[config.mk]
export PLATFORM = sky130hd
export DESIGN_NAME = mod_n_updown_counter
export DESIGN_NICKNAME = d
export VERILOG_FILES = /design/src/rtl/mod_n_updown_counter_pkg.sv /design/src/rtl/mod_n_updown_counter_next.sv /design/src/rtl/mod_n_updown_counter.sv
export SDC_FILE = /design/constraint.sdc
export NUM_CORES = 1
export LEC_CHECK = 0
export ABC_AREA = 1
export CAP_MARGIN = 20
export CORE_AREA = 4 4 41 43
export DETAILED_ROUTE_END_ITERATION = 10
export DIE_AREA = 0 0 45 47
export GPL_TIMING_DRIVEN = 0
export PLACE_DENSITY = 0.55
export SLEW_MARGIN = 0
export SYNTH_ARGS = -nofsm -noshare
export SYNTH_HDL_FRONTEND = slang
export SYNTH_SLANG_ARGS = --single-unit
export TNS_END_PERCENT = 100
[constraint.sdc]
create_clock -name clk -period 1.31 [get_ports clk]
set_input_delay 0.3275 -clock clk [delete_from_list [all_inputs] [get_ports clk]]
set_output_delay 0.3275 -clock clk [all_outputs]
set_load 0.1 [all_outputs]
[src/rtl/mod_n_updown_counter_pkg.sv]
// Shared constants and types for the modulo-N up/down counter.
// Default geometry is a decade counter on a 4-bit bus.
// The direction encoding gives readable names to the raw dir input.
package counter_pkg;

   localparam int DEFAULT_MODULUS = 10;
   localparam int DEFAULT_WIDTH   = 4;

   typedef enum logic {
      DIR_DOWN = 1'b0,
      DIR_UP   = 1'b1
   } dir_e;

endpackage : counter_pkg

[src/rtl/mod_n_updown_counter_next.sv]
// Purpose: combinational next-count and wrap-flag logic for the modulo-N counter.
// Latency: zero (pure combinational; the caller registers both outputs).
// Backpressure: none; en=0 simply selects a hold of the current count.
module mod_n_next
   import counter_pkg::*;
#(
   parameter int MODULUS = DEFAULT_MODULUS,
   parameter int WIDTH   = DEFAULT_WIDTH
)
(
   input  logic [WIDTH-1:0] q,
   input  logic             dir,
   input  logic             en,
   input  logic             load,
   input  logic [WIDTH-1:0] load_val,
   output logic [WIDTH-1:0] q_next,
   output logic             wrap_next
);

   // Terminal codes in the counter's own width so every compare/add stays WIDTH bits.
   localparam logic [WIDTH-1:0] MAX_VAL  = WIDTH'(MODULUS - 1);
   localparam logic [WIDTH-1:0] ZERO_VAL = '0;
   localparam logic [WIDTH-1:0] ONE_VAL  = WIDTH'(1);

   dir_e dir_mode;
   logic load_ok;
   logic at_max;
   logic at_zero;

   assign dir_mode = dir_e'(dir);

   // Compare in 32 bits so MODULUS == 2**WIDTH does not truncate to zero.
   assign load_ok = (32'(load_val) < 32'(MODULUS));
   assign at_max  = (q == MAX_VAL);
   assign at_zero = (q == ZERO_VAL);

   // Select the next count: load beats enable; an out-of-range load lands on 0.
   always_comb begin
      q_next    = q;
      wrap_next = 1'b0;
      if (load) begin
         q_next    = load_ok ? load_val : ZERO_VAL;
         wrap_next = 1'b0;
      end else if (en) begin
         if (dir_mode == DIR_UP) begin
            q_next    = at_max ? ZERO_VAL : (q + ONE_VAL);
            wrap_next = at_max;
         end else begin
            q_next    = at_zero ? MAX_VAL : (q - ONE_VAL);
            wrap_next = at_zero;
         end
      end
   end

endmodule : mod_n_next

[src/rtl/mod_n_updown_counter.sv]
// Purpose: modulo-N up/down counter with enable, parallel load and a registered wrap pulse.
// Latency: one cycle from the sampling edge to q/wrap; both outputs come straight from flops.
// Backpressure: none; en=0 holds the count and clears wrap, suitable for cascaded decade chains.
module mod_n_updown_counter
   import counter_pkg::*;
#(
   parameter int MODULUS = DEFAULT_MODULUS,
   parameter int WIDTH   = DEFAULT_WIDTH
)
(
   input  logic             clk,
   input  logic             reset,
   input  logic             dir,
   input  logic             en,
   input  logic             load,
   input  logic [WIDTH-1:0] load_val,
   output logic [WIDTH-1:0] q,
   output logic             wrap
);

   // Reject geometries that cannot hold the count range.
   if (MODULUS < 2) begin : g_bad_modulus
      $error("mod_n_updown_counter: MODULUS must be at least 2");
   end
   if ((WIDTH < 32) && ((64'd1 << WIDTH) < 64'(MODULUS))) begin : g_bad_width
      $error("mod_n_updown_counter: WIDTH too narrow for MODULUS");
   end

   logic [WIDTH-1:0] q_next;
   logic             wrap_next;

   mod_n_next #(
      .MODULUS (MODULUS),
      .WIDTH   (WIDTH)
   ) u_next (
      .q         (q),
      .dir       (dir),
      .en        (en),
      .load      (load),
      .load_val  (load_val),
      .q_next    (q_next),
      .wrap_next (wrap_next)
   );

   // Count and wrap registers; reset overrides every other command.
   always_ff @(posedge clk) begin
      if (reset) begin
         q    <= '0;
         wrap <= 1'b0;
      end else begin
         q    <= q_next;
         wrap <= wrap_next;
      end
   end

endmodule : mod_n_updown_counter

## After elaboration in Yosys (flattened, before gate mapping)

Cells that the tools add are included.

| cells by class | value |
|---|---|
| $add $sub $neg | 2 |
| multiply operators | 0 |
| div/mod/pow operators | 0 |
| magnitude comparators | 1 |
| equal/unequal tests | 1 |
| shift operators | 0 |
| muxes and demuxes | 7 |
| bitwise logic cells | 1 |
| reductions and logical operators | 3 |

Operators by type and width:

| cell | number |
|---|---|
| 2-to-1 mux 4 bit | 6 |
| adder 4 x 1 -> 4 bit (second input constant) | 1 |
| == test 4 bit (second input constant) | 1 |
| logical NOT 4 bit | 1 |
| < comparator 4 bit (second input constant) | 1 |
| subtractor 4 x 1 -> 4 bit (second input constant) | 1 |
| OR reduction 3 bit | 1 |
| nonzero test 2 bit | 1 |
| 2-to-1 mux 1 bit | 1 |
| inverter 1 bit | 1 |

| word-level totals | value |
|---|---|
| register bits | 5 |
| latch bits | 0 |
| bits in writable memories | 0 |
| memory bits (read-only) | 0 |
| output and inout port bits | 5 |
| memories | 0 |

## Longest topological paths before layout

Gate-level depths: netlist of the first run.

| logic depth | value |
|---|---|
| depth after elaboration | 5 |
| mapped depth | 8 |
| mapped depth without buffers | 8 |

## Hierarchy

A second synthesis of the first run with hierarchy kept.

| unflattened totals | value |
|---|---|
| cells, all modules | 72 |
| area, all modules | 404.1 um^2 |

Modules (own cells, without submodules):

| module | instances | cells each | area each (um^2) |
|---|---|---|---|
| mod_n_next | 1 | 57 | 266.5 |
| mod_n_updown_counter | 1 | 15 | 137.6 |

## Least setup slack after synthesis of the first run

No wires, ideal clock.

| path | value |
|---|---|
| path type | reg2reg |
| start | register q[1] |
| end | register q[2] |
| arrival | 1.683 ns |
| data required time | 1.240 ns |
| slack | -0.443 ns |
| cell stages (with the launch flop) | 9 |
| path buffers | 0 |
| clock period less this slack | 1.753 ns |
| cells stage by stage | dfxtp_1 inv_1 nand2_1 nand2_1 nand2_1 nand2_1 nand2_1 nand2_1 a21oi_1 |

| between the ends | value |
|---|---|
| longest elaborated chain between the ends | 5 |
| elaborated cells between the ends (all ways) | 9 |
| classes of those cells | 2 x add/sub; 1 x eq/ne; 5 x mux; 1 x reduce/logical |

RTL lines:

| element | line | source |
|---|---|---|
| from (decl) | mod_n_updown_counter.sv:17 | `output logic [WIDTH-1:0] q,` |
| from (signal assigned) | mod_n_updown_counter.sv:51 | `q <= q_next;` |
| subtractor 4 x 1 -> 4 bit, or another cell as far along | mod_n_updown_counter_next.sv:49 | `q_next = at_zero ? MAX_VAL : (q - ONE_VAL);` |
| 2-to-1 mux 4 bit, on equally long branches | mod_n_updown_counter_next.sv:49, mod_n_updown_counter_next.sv:46 |  |
| 2-to-1 mux 4 bit (*) | mod_n_updown_counter_next.sv:45 | `if (dir_mode == DIR_UP) begin` |
| 2-to-1 mux 4 bit (*) | mod_n_updown_counter_next.sv:44 | `end else if (en) begin` |
| 2-to-1 mux 4 bit (*) | mod_n_updown_counter_next.sv:41 | `if (load) begin` |

Every way passes the cells marked *; elsewhere a longest branch is shown, timed or not. The select of a mux whose other input is x is not followed.
A chain may end at the register's enable or synchronous reset.

## Worst setup path after layout of the first run

| path | value |
|---|---|
| start | register q[0] |
| end | output port q[0] |

No word-level cell between the ends.

==> results.md, run 1 <==
- Status: finished, final reports clean
- Commonest non-fill, non-tap cell in the layout: nand2_1
- Grt ovf: 0
- Leak: about 0.29 nW
- Crit end category: primary output
- Min-delay worst type: primary input to register
- Initial drt markers: 18
- Largest net degree at the start of global routing: 9
- Top cell type by total area after synthesis: dfxtp_1
- Minimum clock period: roughly 1200 ps
- Worst path bufs/invs: 1
- Maximum VDD drop: around 0.65 mV
- Type of origin of the critical path: register
- Clock sinks: 5
- Final Util: 44.2%
- Top post-synthesis cells by area: dfxtp_1 (26%), nand2_1 (25%), inv_1 (11%)
- Skew-Pair Late Insertion Delay: ~240 ps
- CP Cell Sequence: buf_4
- Placed inst area: approximately 540 µm²
- Post-Syn Instances: 69
- Nets: 97
- Post-synth top area share: 26.2%
- Unique masters post-synth: 15
- Commonest non-fill, non-tap cells in the layout: nand2_1 (25), inv_1 (11), nor2_1 (7)
- Die Span Y: 47 µm
- Io pins: 14
- Syn nets: slightly below 80
- Slew HR: between 80% and 90%
- Setup violators final: 0
- Final cell count without fillers: a little over 100
- Initial core utilization: roughly 29%
- CTS Hold Buffers Added: 0
- Core region area: roughly 1300 µm²
- Largest fanout on the critical path: 8
- Fillcell total: about 160
- Clock transition at path regs: 40 ps
- CP Depth: 1
- Final WL: 1040 µm
- Max cap viols: 0
- Vias per cell: roughly 4.8
- Fmax: 806 MHz
- CTS buffer count: 3
- Multi-input gate area: 239 µm²
- Antenna viol nets, final: 0
- CP delay by family, top: flip-flops
- I/O Buffers: 13
- Ys Warns: 0
- Routability cong.: 0.805
- Clk buf depth: 2
- RSZ-0062 raised after global routing: no
- First-pass GRT wire length: 1680 µm
- Avg Cell Area, Syn: roughly 5.5 µm²
- Worst Path Class, Setup: register to primary output
- Register area: 113 µm²
- Placed insts: 97
- DRC: 0
- Setup Skew: ~2.3 ps
- PD cells: 970 nW/µm²
- Flops & latches, synth: 5
- Required @ worst endpoint: 980 ps
- CTS tree: built
- Hold WS: 525 ps
- Final Hold Fails: 0
- Diode count: 0
- Synth-to-layout area growth: 50.8%
- Die area: 2120 µm²
- Syn Std Cell Area: around 380 µm²
- DP Wirelength: 830 µm
- Final instance area: approximately 580 µm²
- Worst hold path depth: 4
- Slowest cell on the critical path: dfxtp_4
- First-pass DRT Iterations: 4
- Crit path DAT: between 900 and 1000 ps
- Largest stage delay, worst path: roughly 380 ps
- Row cnt: 13
- CTS root buffer: clkbuf_4
- Share of the yosys chip area belonging to registers: about a quarter
- Share of layout cells above drive strength 1: between 10% and 20%
- Via Count: 485
- H-tree Lvls: 1
- Worst slew pin tran: between 300 and 400 ps
- Number of global-route vias before repair: just under 400
- Worst reg2reg path depth: 6
- Fin crit share: between 90% and 100%
- Wire length per cell: between 10 and 15 µm
- Chip Width: about 45 µm
- Initial antenna violation count: 0
- GRT Resource Usage Total: a little over a tenth
- Final slew viol count: 0
[cell type report]
class	count	share of cell area [%]
Tap cell	15	3.26
Inverter	12	7.83
Clock buffer	4	4.57
Timing Repair Buffer	14	23.3
Multi-Input combinational cell	52	41.5
Sequential cell	5	19.6
[cells in the mapped netlist (all sizes together)]
| cell | instances |
|---|---|
| nand3 | 5 |
| o21ai | 3 |
| dfxtp | 5 |
| a21oi | 4 |
| o221ai | 1 |
| nand2 | 25 |
| nor2 | 9 |
| o32ai | 1 |
| inv | 12 |
| a31oi | 1 |
| nor4 | 1 |
| nand4 | 2 |
[metal layers]
layer  vias to the layer above  part of all wire, %  global-route usage (%)
met1                       210                   46                    13.9
li1                        260                    -                       -
met5                         -                    0                       0
met4                         0                    0                    1.75
met3                         0                  8.3                    4.98
met2                        15                   45                    17.5
[power by group]
part | leakage, nW | switching [mW] | internal (mW)
Combinational | 0.235 | 0.138 | 0.0690
Sequential | 0.0435 | 0.0176 | 0.162
Clock | 0.0150 | 0.0568 | 0.115
[cells by family after synthesis]
group                  synth area share [%]
flip-flops                             26.2
AND/OR/NAND/NOR                        45.6
buffers and inverters                  11.8
AO/OA/AOI/OAI                          16.4
[registers in the layout, summed over array words and instances (netlist names)]
register / count
wrap: 1
q: 4
[tightest hold or removal path: stages]
cell,delay [ps]
dlymetal6s2s_1,200
nor2_2,80
nand2_1,60
a21oi_1,50
[repair_timing]
item | in CTS | in global routing
resized for setup | 29 | 5
cloned | 0 | 0
pin swaps | 0 | 1
buffers inserted | 0 | 1
setup endpoints to repair | 5 | 6
[per-stage QoR]
stage	power (mW)	TNS [ps]	setup slack, ps
6_report	0.558	0	68.9
5_1_grt	0.606	0	10.1
4_1_cts	0.563	0	18.4
3_3_place_gp	0.390	-3480	-562
3_5_place_dp	0.388	-3410	-557
2_1_floorplan	0.321	-12.4	-12.4
[final timing paths]
check,start,endpoint,slack [ps]
setup reg to reg,q[2],q[1],200
setup / recovery,q[0],q[0],70
hold / removal,load,q[2],520
hold reg to reg,q[2],q[2],520
(Power assumes the default switching activity.)
==> run 2, diff against run 1 <==
--- a/config.mk
+++ b/config.mk
@@ -10,6 +10,7 @@
 export CORE_AREA = 4 4 41 43
 export DETAILED_ROUTE_END_ITERATION = 10
 export DIE_AREA = 0 0 45 47
+export GPL_ROUTABILITY_DRIVEN = 0
 export GPL_TIMING_DRIVEN = 0
 export PLACE_DENSITY = 0.55
 export SLEW_MARGIN = 0
==> results of run 2 <==
Final layout, timing and power as in run 1 (identical DEF).
==> run 3, diff against run 2 <==
--- a/config.mk
+++ b/config.mk
@@ -7,9 +7,9 @@
 export LEC_CHECK = 0
 export ABC_AREA = 1
 export CAP_MARGIN = 20
-export CORE_AREA = 4 4 41 43
+export CORE_AREA = 2 2 39 41
 export DETAILED_ROUTE_END_ITERATION = 10
-export DIE_AREA = 0 0 45 47
+export DIE_AREA = 0 0 41 43
 export GPL_ROUTABILITY_DRIVEN = 0
 export GPL_TIMING_DRIVEN = 0
 export PLACE_DENSITY = 0.55
==> results.md, run 3 (synthesized netlist as in run 1, its figures left out) <==
- Antenna viol nets, final: 0 (unchanged)
- Commonest non-fill, non-tap cells in the layout: nand2_1 (25), inv_1 (11), nor2_1 (7), clkdlybuf4s50_1 (7), nand3_1 (5)
- Largest fanout on the critical path: 1 (-7)
- RSZ-0062 raised after global routing: no
- Slew HR: 68.1% (-12 points)
- Number of global-route vias before repair: 423 (+6.5%)
- Worst Path Class, Setup: register to primary output
- Die area: 1760 µm² (-17%)
- Skew-Pair Late Insertion Delay: 240 ps (about the same)
- Final slew viol count: 0 (unchanged)
- Setup Skew: 3.95 ps (+1.65 ps)
- Final Hold Fails: 0 (unchanged)
- Share of layout cells above drive strength 1: 18.6% (-0.94 points)
- Minimum clock period: 1270 ps (+30.9 ps)
- Clock sinks: 5 (unchanged)
- Largest net degree at the start of global routing: 9 (unchanged)
- Die Span Y: 43 µm (-8.5%)
- GRT Resource Usage Total: 13.1% (+2.1 points)
- I/O Buffers: 13 (unchanged)
- Initial core utilization: 27.6% (-1.8 points)
- Io pins: 14 (unchanged)
- CTS tree: built
- Final cell count without fillers: 102 (unchanged)
- DP Wirelength: 788 µm (-5.0%)
- Vias per cell: 4.92 (+3.5%)
- CTS buffer count: 3 (unchanged)
- PD cells: 990 nW/µm² (+2.0%)
- Final instance area: 564 µm² (-2.0%)
- TNS Setup: 0 ps (unchanged)
- Largest stage delay, worst path: 410 ps (+30 ps)
- Chip Width: 41 µm (-8.9%)
- Crit path DAT: 940 ps (+30 ps)
- Clk buf depth: 2 (unchanged)
- First-pass DRT Iterations: 4 (unchanged)
- Fmax: 786 MHz (-2.4%)
- Placed insts: 98 (+1.0%)
- Wire length per cell: 9.71 µm (-4.4%)
- Met2 GRT Util: 21.3% (+3.7 points)
- Grt ovf: 0 (unchanged)
- Row cnt: 14 (+1)
- Core region area: 1380 µm² (+6.3%)
- Max FFs per register: 4 (unchanged)
- First-pass GRT wire length: 1620 µm (-3.3%)
- Top Registers: q x4, wrap x1
- Initial drt markers: 13 (-5)
- Commonest non-fill, non-tap cell in the layout: nand2_1
- Initial antenna violation count: 0 (unchanged)
- Required @ worst endpoint: 980 ps (about the same)
- Maximum VDD drop: 0.792 mV (+23%)
- Met3 usage: 4.71% (-0.27 points)
- Global route hottest layer: met2
- Setup Fix Bufs, Post-CTS: 0 (unchanged)
- Diode count: 0 (unchanged)
- CP delay by family, top: buffers and inverters
- CTS root buffer: clkbuf_4
- H-tree Lvls: 1 (unchanged)
- Status: finished, final reports clean
- Setup violators final: 0 (unchanged)
- Synth-to-layout area growth: 47.9%
- Crit end category: primary output
- Type of origin of the critical path: register
- Clock transition at path regs: 40 ps (about the same)
- Leak: 0.280 nW (-4.7%)
- Top reg by flops: q
- Placed inst area: 544 µm² (+0.23%)
- Final WL: 990 µm (-4.4%)
- Worst path bufs/invs: 1 (unchanged)
- Min-delay worst type: register to register
- Nets: 96 (-1.0%)
- Slowest cell on the critical path: buf_2
- Via Count: 502 (+3.5%)
- DRC: 0 (unchanged)
- Grt met1 use: 16.1% (+2.2 points)
- CP Cell Sequence: buf_2
- Worst slew pin tran: 482 ps (+181 ps)
- Fin crit share: 97.1% (+2.4 points)
- Max cap viols: 0 (unchanged)
run 3: changes by cell type in the layout (fill, tap and decap cells not counted):
cell	change
buf_4	-1
buf_2	+1
clkbuf_4	-1
clkdlybuf4s50_1	+1
dlymetal6s2s_1	-1
run 3: final timing paths:
check	from	end	slack, ps	cells past startpoint
worst max-delay path	wrap	wrap	40	1
worst min register to register	q[2]	q[2]	530	2
worst max register to register	q[2]	q[1]	160	6
worst min-delay path	q[2]	q[2]	530	2
run 3: cell type report:
type	instances	area, µm²
fill	166	820
timing repair buffer	13	121
inverter	12	45.0
multi-input combinational	52	239
clock buffer	4	26.3
tap	16	20.0
sequential	5	113
run 3: per-layer routing:
metal  wire, µm  part of all wire (%)
met1        446                    45
met2        469                    47
met3         74                   7.5
met4          0                     0
met5          0                     0
run 3: where the power goes:
| part | switching, mW | total [mW] | internal [mW] |
|---|---|---|---|
| clock | 0.0582 | 0.173 | 0.115 |
| combinational | 0.138 | 0.205 | 0.0672 |
| sequential | 0.0184 | 0.180 | 0.162 |
run 3: timing repair:
action,CTS,global route
gates cloned,0,0
hold buffers,0,0
resized for setup,29,3
setup endpoints to repair,5,2
run 3: stage by stage:
stage                     util [%]  hold WS, ps  setup slack, ps  power [mW]
after floorplan                  -          387            -12.4       0.321
after global placement        39.3          530             -570       0.389
after detailed placement      39.3          523             -569       0.388
after CTS                     40.1          531             14.5       0.564
after global routing          40.8          558             10.5       0.600
final                         40.8          532             38.1       0.558
